[config.mk]
export PLATFORM = sky130hd
export DESIGN_NAME = instr_mem_port
export DESIGN_NICKNAME = d
export VERILOG_FILES = /design/src/rtl/instr_mem_port.sv
export SDC_FILE = /design/constraint.sdc
export NUM_CORES = 1
export LEC_CHECK = 0
export BUFFER_PORTS_ARGS = -buffer_cell sky130_fd_sc_hd__buf_2
export CAP_MARGIN = 10
export CORE_AREA = 2 2 76 78
export CTS_CLUSTER_DIAMETER = 120
export DETAILED_ROUTE_END_ITERATION = 10
export DIE_AREA = 0 0 78 80
export PLACE_DENSITY = 0.76
export SKIP_CTS_REPAIR_TIMING = 1
export SLEW_MARGIN = 5
export SYNTH_ARGS = -nofsm -noshare
export SYNTH_HDL_FRONTEND = slang
export SYNTH_SLANG_ARGS = --single-unit
[constraint.sdc]
create_clock -name clock -period 2.3 [get_ports clock]
set_input_delay 0.115 -clock clock [delete_from_list [all_inputs] [get_ports clock]]
set_output_delay 0.115 -clock clock [all_outputs]
set_load 0.02 [all_outputs]
[src/rtl/instr_mem_port.sv]
// Instruction RAM port: boot-loader write streaming in LOAD, core fetch with gnt/rvalid in RUN.
// Optional macro INSTR_MEM_PORT_RANGE_CHECK_EN enables out-of-range fetch detection.
module instr_mem_port #(
  parameter int unsigned RAM_SIZE   = 32768,
  parameter int unsigned ADDR_WIDTH = 32,
  parameter int unsigned BOOT_LOAD  = 1,
  localparam int unsigned RAM_WORDS = RAM_SIZE / 4,
  localparam int unsigned AW        = $clog2(RAM_WORDS),
  localparam int unsigned CW        = AW + 1,
  localparam int unsigned IDX       = $clog2(RAM_SIZE)
) (
  input  logic                  clock,
  input  logic                  reset,
  input  logic                  instr_req_i,
  output logic                  instr_gnt_o,
  output logic                  instr_rvalid_o,
  input  logic [ADDR_WIDTH-1:0] instr_addr_i,
  output logic [31:0]           instr_rdata_o,
  input  logic                  ld_valid_i,
  output logic                  ld_ready_o,
  input  logic [31:0]           ld_data_i,
  input  logic                  ld_done_i,
  output logic [CW-1:0]         ld_count_o,
  output logic                  ld_ovf_o,
  output logic                  running_o,
  output logic                  ram_en_o,
  output logic                  ram_we_o,
  output logic [AW-1:0]         ram_addr_o,
  output logic [31:0]           ram_wdata_o,
  input  logic [31:0]           ram_rdata_i,
  output logic                  fetch_err_o
);

  typedef enum logic {
    ST_LOAD,
    ST_RUN
  } state_t;

  localparam state_t        RST_STATE = (BOOT_LOAD != 0) ? ST_LOAD : ST_RUN;
  localparam logic [CW-1:0] FULL      = CW'(RAM_WORDS);

  state_t        state_q, state_d;
  logic [CW-1:0] ld_count_q;
  logic          ld_ovf_q;
  logic          rvalid_q;
  logic          fetch_oor;
  logic          oor_resp;
  logic          unused_bits;

  always_ff @(posedge clock) begin
    if (reset) begin
      state_q <= RST_STATE;
    end else begin
      state_q <= state_d;
    end
  end

  always_comb begin
    state_d = state_q;
    if (state_q == ST_LOAD && ld_done_i) begin
      state_d = ST_RUN;
    end
  end

  // Combinational outputs are forced idle while reset is held so nothing leaks out mid-reset.
  always_comb begin
    instr_gnt_o = 1'b0;
    ld_ready_o  = 1'b0;
    ram_en_o    = 1'b0;
    ram_we_o    = 1'b0;
    ram_addr_o  = ld_count_q[AW-1:0];
    ram_wdata_o = ld_data_i;
    fetch_oor   = 1'b0;
    if (!reset) begin
      unique case (state_q)
        ST_LOAD: begin
          ld_ready_o = (ld_count_q < FULL);
          if (ld_valid_i && ld_ready_o) begin
            ram_en_o = 1'b1;
            ram_we_o = 1'b1;
          end
        end
        ST_RUN: begin
          instr_gnt_o = instr_req_i;
          ram_addr_o  = instr_addr_i[IDX-1:2];
`ifdef INSTR_MEM_PORT_RANGE_CHECK_EN
          fetch_oor   = instr_req_i & (|instr_addr_i[ADDR_WIDTH-1:IDX]);
`endif
          ram_en_o    = instr_req_i & ~fetch_oor;
        end
        default: ;
      endcase
    end
  end

  always_ff @(posedge clock) begin
    if (reset) begin
      ld_count_q <= '0;
      ld_ovf_q   <= 1'b0;
      rvalid_q   <= 1'b0;
    end else begin
      if (ram_we_o) begin
        ld_count_q <= ld_count_q + CW'(1);
      end
      if (state_q == ST_LOAD && ld_valid_i && !ld_ready_o) begin
        ld_ovf_q <= 1'b1;
      end
      rvalid_q <= instr_gnt_o;
    end
  end

`ifdef INSTR_MEM_PORT_RANGE_CHECK_EN
  logic oor_q;
  logic fetch_err_q;

  always_ff @(posedge clock) begin
    if (reset) begin
      oor_q       <= 1'b0;
      fetch_err_q <= 1'b0;
    end else begin
      oor_q <= fetch_oor;
      if (fetch_oor) begin
        fetch_err_q <= 1'b1;
      end
    end
  end

  assign oor_resp    = oor_q;
  assign fetch_err_o = fetch_err_q;
  assign unused_bits = ^instr_addr_i[1:0];
`else
  assign oor_resp    = 1'b0;
  assign fetch_err_o = 1'b0;
  assign unused_bits = ^{instr_addr_i[ADDR_WIDTH-1:IDX], instr_addr_i[1:0]};
`endif

  // Out-of-range fetches answer with an all-zero word, which decodes as an illegal instruction.
  assign instr_rvalid_o = rvalid_q & ~reset;
  assign instr_rdata_o  = (instr_rvalid_o && !oor_resp) ? ram_rdata_i : '0;
  assign ld_count_o     = ld_count_q;
  assign ld_ovf_o       = ld_ovf_q;
  assign running_o      = (state_q == ST_RUN);

endmodule

==> qor.csv, run 1 <==
metric,value,unit
status,finished clean,
DRC Markers,0,
routed vias/inst,4.590,
worst min path class,in -> reg,
Worst setup SP type,flop,
Die Y,80,um
CP Max Fanout,17,
"flops & latches, synth",17,
syn nets,283,
GR Overflow Total,0,
area of the multi-input gates,799.5,um2
min cycle time layout,1.871,ns
XOR/XNOR Fraction of Synth Area,0.5988,%
asr flop ratio synth,0,%
TritonCTS clock tree,yes,
Max Fclk,0.5346,GHz
CP max stage delay,0.66,ns
sequential cell area,340.3,um2
area delta synth->final,29.08,%
number of global-route vias before repair,1385,
I/O pin count,200,
post-synthesis simple-gate area fraction,33.79,%
Post-Syn Area,1463,um2
max-cap viol count,0,
setup violators final,0,
share of cells above drive strength 1,54.62,%
via count,1524,
endpoints failing hold,0,
Detail Placement HPWL,4017,um
CTS Buf Count,3,
Num Clock Sinks,17,
unrepaired setup endpoints after global routing,false,
die width,78,um
FP Rows,27,
largest net degree at the start of global routing,34,
NumNets Final,363,
sequential fraction of the synthesis area,23.27,%
initial core utilization,27.06,%
library cells used by synthesis,29,
dpl ws,0.4447,ns
Die ar.,6240,um2
final core occ,34.93,%
Tcrit/Tclk final,81.33,%
setup_tns,0,ns
DRT iter0 DRCs,38,
Mapped Cells,181,
Final ANT Viol Nets,0,
crit path cell chain,or4b_4 -> inv_1 -> or2_2 -> buf_2,
Crit-path slowest cell,or4b_4,
clock root buffer master,clkbuf_8,
Post-synth EDFFs,0,
Worst-path clk slew,0.06,ns
first-pass GRT wire length,7148,um
# fillers,600,
CP required,2.18,ns
Routability Congestion,0.7790,
yosys warns,0,
drt pass-1 iters,4,
Synth Area in Compound Gates,4.534,%
Clock Skew,0.003635,ns
final setup margin,0.4295,ns
Max Slew Vio Count,0,
initial antenna violation count,0,
core area,5405,um2
Synth Area in Adders,0.8554,%
VDD IR max,206.8,uV
Ant. Diodes,0,
Port Buffers,115,
Syn Area/Cell,8.081,um2
drt wl/cell,14.62,um
GRT Total Usage,14.69,%
Worst-Skew Late Latency,0.26,ns
CP Capture Type,primary output,
Main synth FF type,dfxtp_1,
deepest clock path buffer count,2,
largest family of logic cells by synthesized area,simple AND/OR/NAND/NOR gates,
r2r setup slk,0.46,ns
Crit Path Category,reg -> out,
mux cell area share after synthesis,14.63,%
final wirelength,4853,um
leakage power,1.050,nW
P per Cell Area,362.4,nW/um2
crit path DAT,1.76,ns
H-tree depth,1,
-- per-stage QoR --
| step | instances | power [W] | area [um2] | hold WS [ns] |
|---|---|---|---|---|
| 4_1_cts | 332 | 0.0006921 | 1888 | 0.07368 |
| 3_5_place_dp | 328 | 0.0004663 | 1843 | 0.2301 |
| 3_3_place_gp | 328 | 0.0004619 | 1843 | 0.2301 |
| 2_1_floorplan | 181 | 0.0004797 | 1463 | 0.2308 |
| 5_1_grt | 332 | 0.0007128 | 1888 | 0.08456 |
| 6_report | 332 | 0.0006843 | 1888 | 0.07261 |
-- state kept, by name (all words and copies together), names as in the netlist --
name	cells
running_o	1
ld_count_o	14
rvalid_q	1
ld_ovf_o	1
-- cells by family after synthesis --
| kind of cell | Yosys count |
|---|---|
| buffers and inverters | 47 |
| and+or+nand+nor | 84 |
| xor gates and xnor gates | 1 |
| other | 1 |
| DFF | 17 |
| muxes | 19 |
| adders and majority gates | 1 |
| AOI/OAI and AO/OA | 11 |
-- final cells by class --
type	count	area share, %
sequential	17	18.03
clock buffer	4	2.386
tap	72	4.771
inverter	4	0.7952
timing repair buffer	118	31.68
multi-input combinational	117	42.35
-- synthesized netlist by cell type (all sizes together) (2+ instances only) --
master / number / area [um2]
a21oi: 4 / 20.02
nand3: 3 / 15.01
and2: 34 / 212.7
buf: 36 / 281.5
dfxtp: 17 / 340.3
nand2: 6 / 22.52
clkbuf: 7 / 26.28
mux2: 19 / 214.0
nand4: 5 / 31.28
or4: 2 / 15.01
or3: 2 / 12.51
nor3: 2 / 10.01
o31ai: 2 / 15.01
nor2: 11 / 41.29
nor2b: 10 / 62.56
o21ai: 3 / 15.01
nor4: 6 / 43.79
inv: 4 / 15.01
-- routing by layer --
layer	global-route usage, %	vias up	part of all wire, %
li1	-	728	-
met1	15.19	698	36
met2	29.22	91	54
met3	2.262	7	7.9
met4	5.965	0	2.3
met5	0	-	0
-- placed cells by master (no fill, tap or decap), drive strengths merged --
| cell | synthesis | final |
|---|---|---|
| mux2 | 19 | 19 |
| nand4 | 5 | 5 |
| ha | 1 | 1 |
| dfxtp | 17 | 17 |
| xnor2 | 1 | 1 |
| and2 | 34 | 34 |
| nor2 | 11 | 11 |
| or4 | 2 | 2 |
| o31ai | 2 | 2 |
| nor4 | 6 | 6 |
| inv | 4 | 4 |
| clkbuf | 7 | 4 |
| or4b | 1 | 1 |
| o21ai | 3 | 3 |
| or2 | 1 | 1 |
| or3 | 2 | 2 |
| nand3b | 1 | 1 |
| buf | 36 | 118 |
| a41o | 1 | 1 |
| nand2 | 6 | 6 |
| nor3 | 2 | 2 |
| a31oi | 1 | 1 |
| conb | 1 | 1 |
| nand3 | 3 | 3 |
| nor2b | 10 | 10 |
| a21oi | 4 | 4 |
-- path summary, 6_finish.rpt --
kind / from / depth (start not counted) / to
max: ld_count_o[13]$_SDFFE_PP0P_ / 4 / ram_en_o
min: ld_done_i / 3 / running_o$_SDFFE_PP0P_
max reg2reg: ld_count_o[13]$_SDFFE_PP0P_ / 3 / ld_count_o[12]$_SDFFE_PP0P_
min reg2reg: ld_ovf_o$_SDFFE_PP0P_ / 2 / ld_ovf_o$_SDFFE_PP0P_
-- worst max-delay path: cells and delay by family (launching register included) --
| family | cells | cell delay (ns) |
|---|---|---|
| and+or+nand+nor | 2 | 0.80 |
| buffers and inverters | 2 | 0.35 |
| DFF | 1 | 0.35 |
-- power by group --
part	internal [W]	switching (W)	total (W)
combinational	0.0000709	0.0000826	0.000154
sequential	0.000299	0.00000565	0.000304
clock	0.000123	0.000103	0.000226
total	0.000493	0.000192	0.000684
Note: power is estimated with default switching activity, not from simulation.
==> inputs of run 2 (changes only) <==
Settings changed: CORE_AREA 2 2 76 78 to 2 2 78 80, DIE_AREA 0 0 78 80 to 0 0 80 82.
Clock period 2.3 ns to 1.6 ns, I/O delays scaled along.
==> qor.csv, run 2 (synthesized netlist as in run 1, its figures left out) <==
metric,value,unit
Final ANT Viol Nets,0,
"commonest non-fill, non-tap cell in the layout",buf_2,
first-pass GRT wire length,6741,um
GR Overflow Total,0,
P per Cell Area,467.2,nW/um2
worst min path class,in -> reg,
sequential cell area,350.3,um2
failing checks,negative setup slack,
drt wl/cell,15.87,um
routed vias/inst,4.489,
initial antenna violation count,0,
Routability Congestion,0.8050,
H-tree depth,1,
deepest clock path buffer count,2,
status,finished with violations,
cell family with most CP delay,simple AND/OR/NAND/NOR gates,
Crit Path Category,reg -> out,
setup_tns,-1.175,ns
Worst setup SP type,flop,
Detail Placement HPWL,4367,um
GRT Total Usage,14.09,%
share of cells above drive strength 1,66.06,%
area of the multi-input gates,954.7,um2
I/O pin count,200,
crit path cell chain,or4b_4 -> buf_6 -> inv_4 -> buf_6 -> or2_4 -> buf_6,
die width,80,um
TritonCTS clock tree,yes,
leakage power,1.236,nW
Die Y,82,um
via count,1580,
final wirelength,5587,um
Die ar.,6560,um2
unrepaired setup endpoints after global routing,true,
Max Slew Vio Count,0,
Num Clock Sinks,17,
area delta synth->final,53.12,%
VDD IR max,367.4,uV
number of global-route vias before repair,1262,
CP max stage delay,0.60,ns
min cycle time layout,1.756,ns
largest net degree at the start of global routing,34,
NumNets Final,380,
clock root buffer master,clkbuf_8,
worst hold margin,0.03463,ns
CP Capture Type,primary output,
max FFs per register,14,
Worst-path clk slew,0.07,ns
max-cap viol count,0,
Worst-Skew Late Latency,0.26,ns
crit path DAT,1.68,ns
Ant. Diodes,0,
most frequent CP cell,buf_6,
CP required,1.52,ns
most frequent cells in the layout,"buf_2 (111), and2_1 (34), buf_4 (15)",
final setup margin,-0.1561,ns
CP Max Fanout,6,
initial core utilization,25.46,%
drt pass-1 iters,4,
# fillers,588,
CTS Buf Count,3,
Crit-path slowest cell,or4b_4,
core area,5746,um2
Tcrit/Tclk final,109.8,%
FP Rows,28,
endpoints failing hold,0,
DRC Markers,0,
Port Buffers,115,
setup violators final,20,
Buf/Inv on CP,4,
DRT iter0 DRCs,57,
Clock Skew,0.005867,ns
Max Fclk,0.5695,GHz
[run 2: area by class of cell]
| type | count | share of cell area, % |
|---|---|---|
| Multi-Input combinational cell | 117 | 42.63 |
| Clock inverter | 1 | 0.2235 |
| Tap cell | 75 | 4.190 |
| Clock buffer | 3 | 1.844 |
| Timing Repair Buffer | 135 | 34.69 |
| Inverter | 4 | 0.7821 |
| Sequential cell | 17 | 15.64 |
[run 2: per-layer routing]
metal	GRT usage [%]	vias to the layer above	routed length, um
met3	10.33	23	963
met2	22.17	89	2588
met5	0	-	0
li1	-	767	-
met1	13.92	701	1866
met4	6.780	0	168
[run 2: final timing paths]
path / from / to / slack (ns) / depth (start not counted)
worst max register to register: running_o$_SDFFE_PP0P_ / ld_count_o[3]$_SDFFE_PP0P_ / -0.14 / 5
worst min-delay path: instr_req_i / rvalid_q$_SDFF_PP0_ / 0.03 / 2
worst max-delay path: running_o$_SDFFE_PP0P_ / ram_en_o / -0.16 / 6
worst min register to register: ld_ovf_o$_SDFFE_PP0P_ / ld_ovf_o$_SDFFE_PP0P_ / 0.47 / 2
[run 2: stage by stage]
step	worst slack (ns)	instances	utilization [%]	total power, W	cell area [um2]
final	-0.1561	352	38.98	0.001046	2240
after detailed placement	-0.1464	345	34.02	0.0006833	1954
after global routing	-0.2039	352	38.98	0.001096	2240
after floorplan	-0.2386	181	-	0.0006903	1466
after global placement	-0.1148	345	34.02	0.0006785	1954
after CTS	-0.3103	349	34.82	0.001013	2001
[run 2: power by group]
| group | switching [W] | internal (W) | total [W] |
|---|---|---|---|
| combinational | 0.000136 | 0.000138 | 0.000274 |
| clock | 0.000163 | 0.000173 | 0.000336 |
| sequential | 0.00000693 | 0.000429 | 0.000436 |
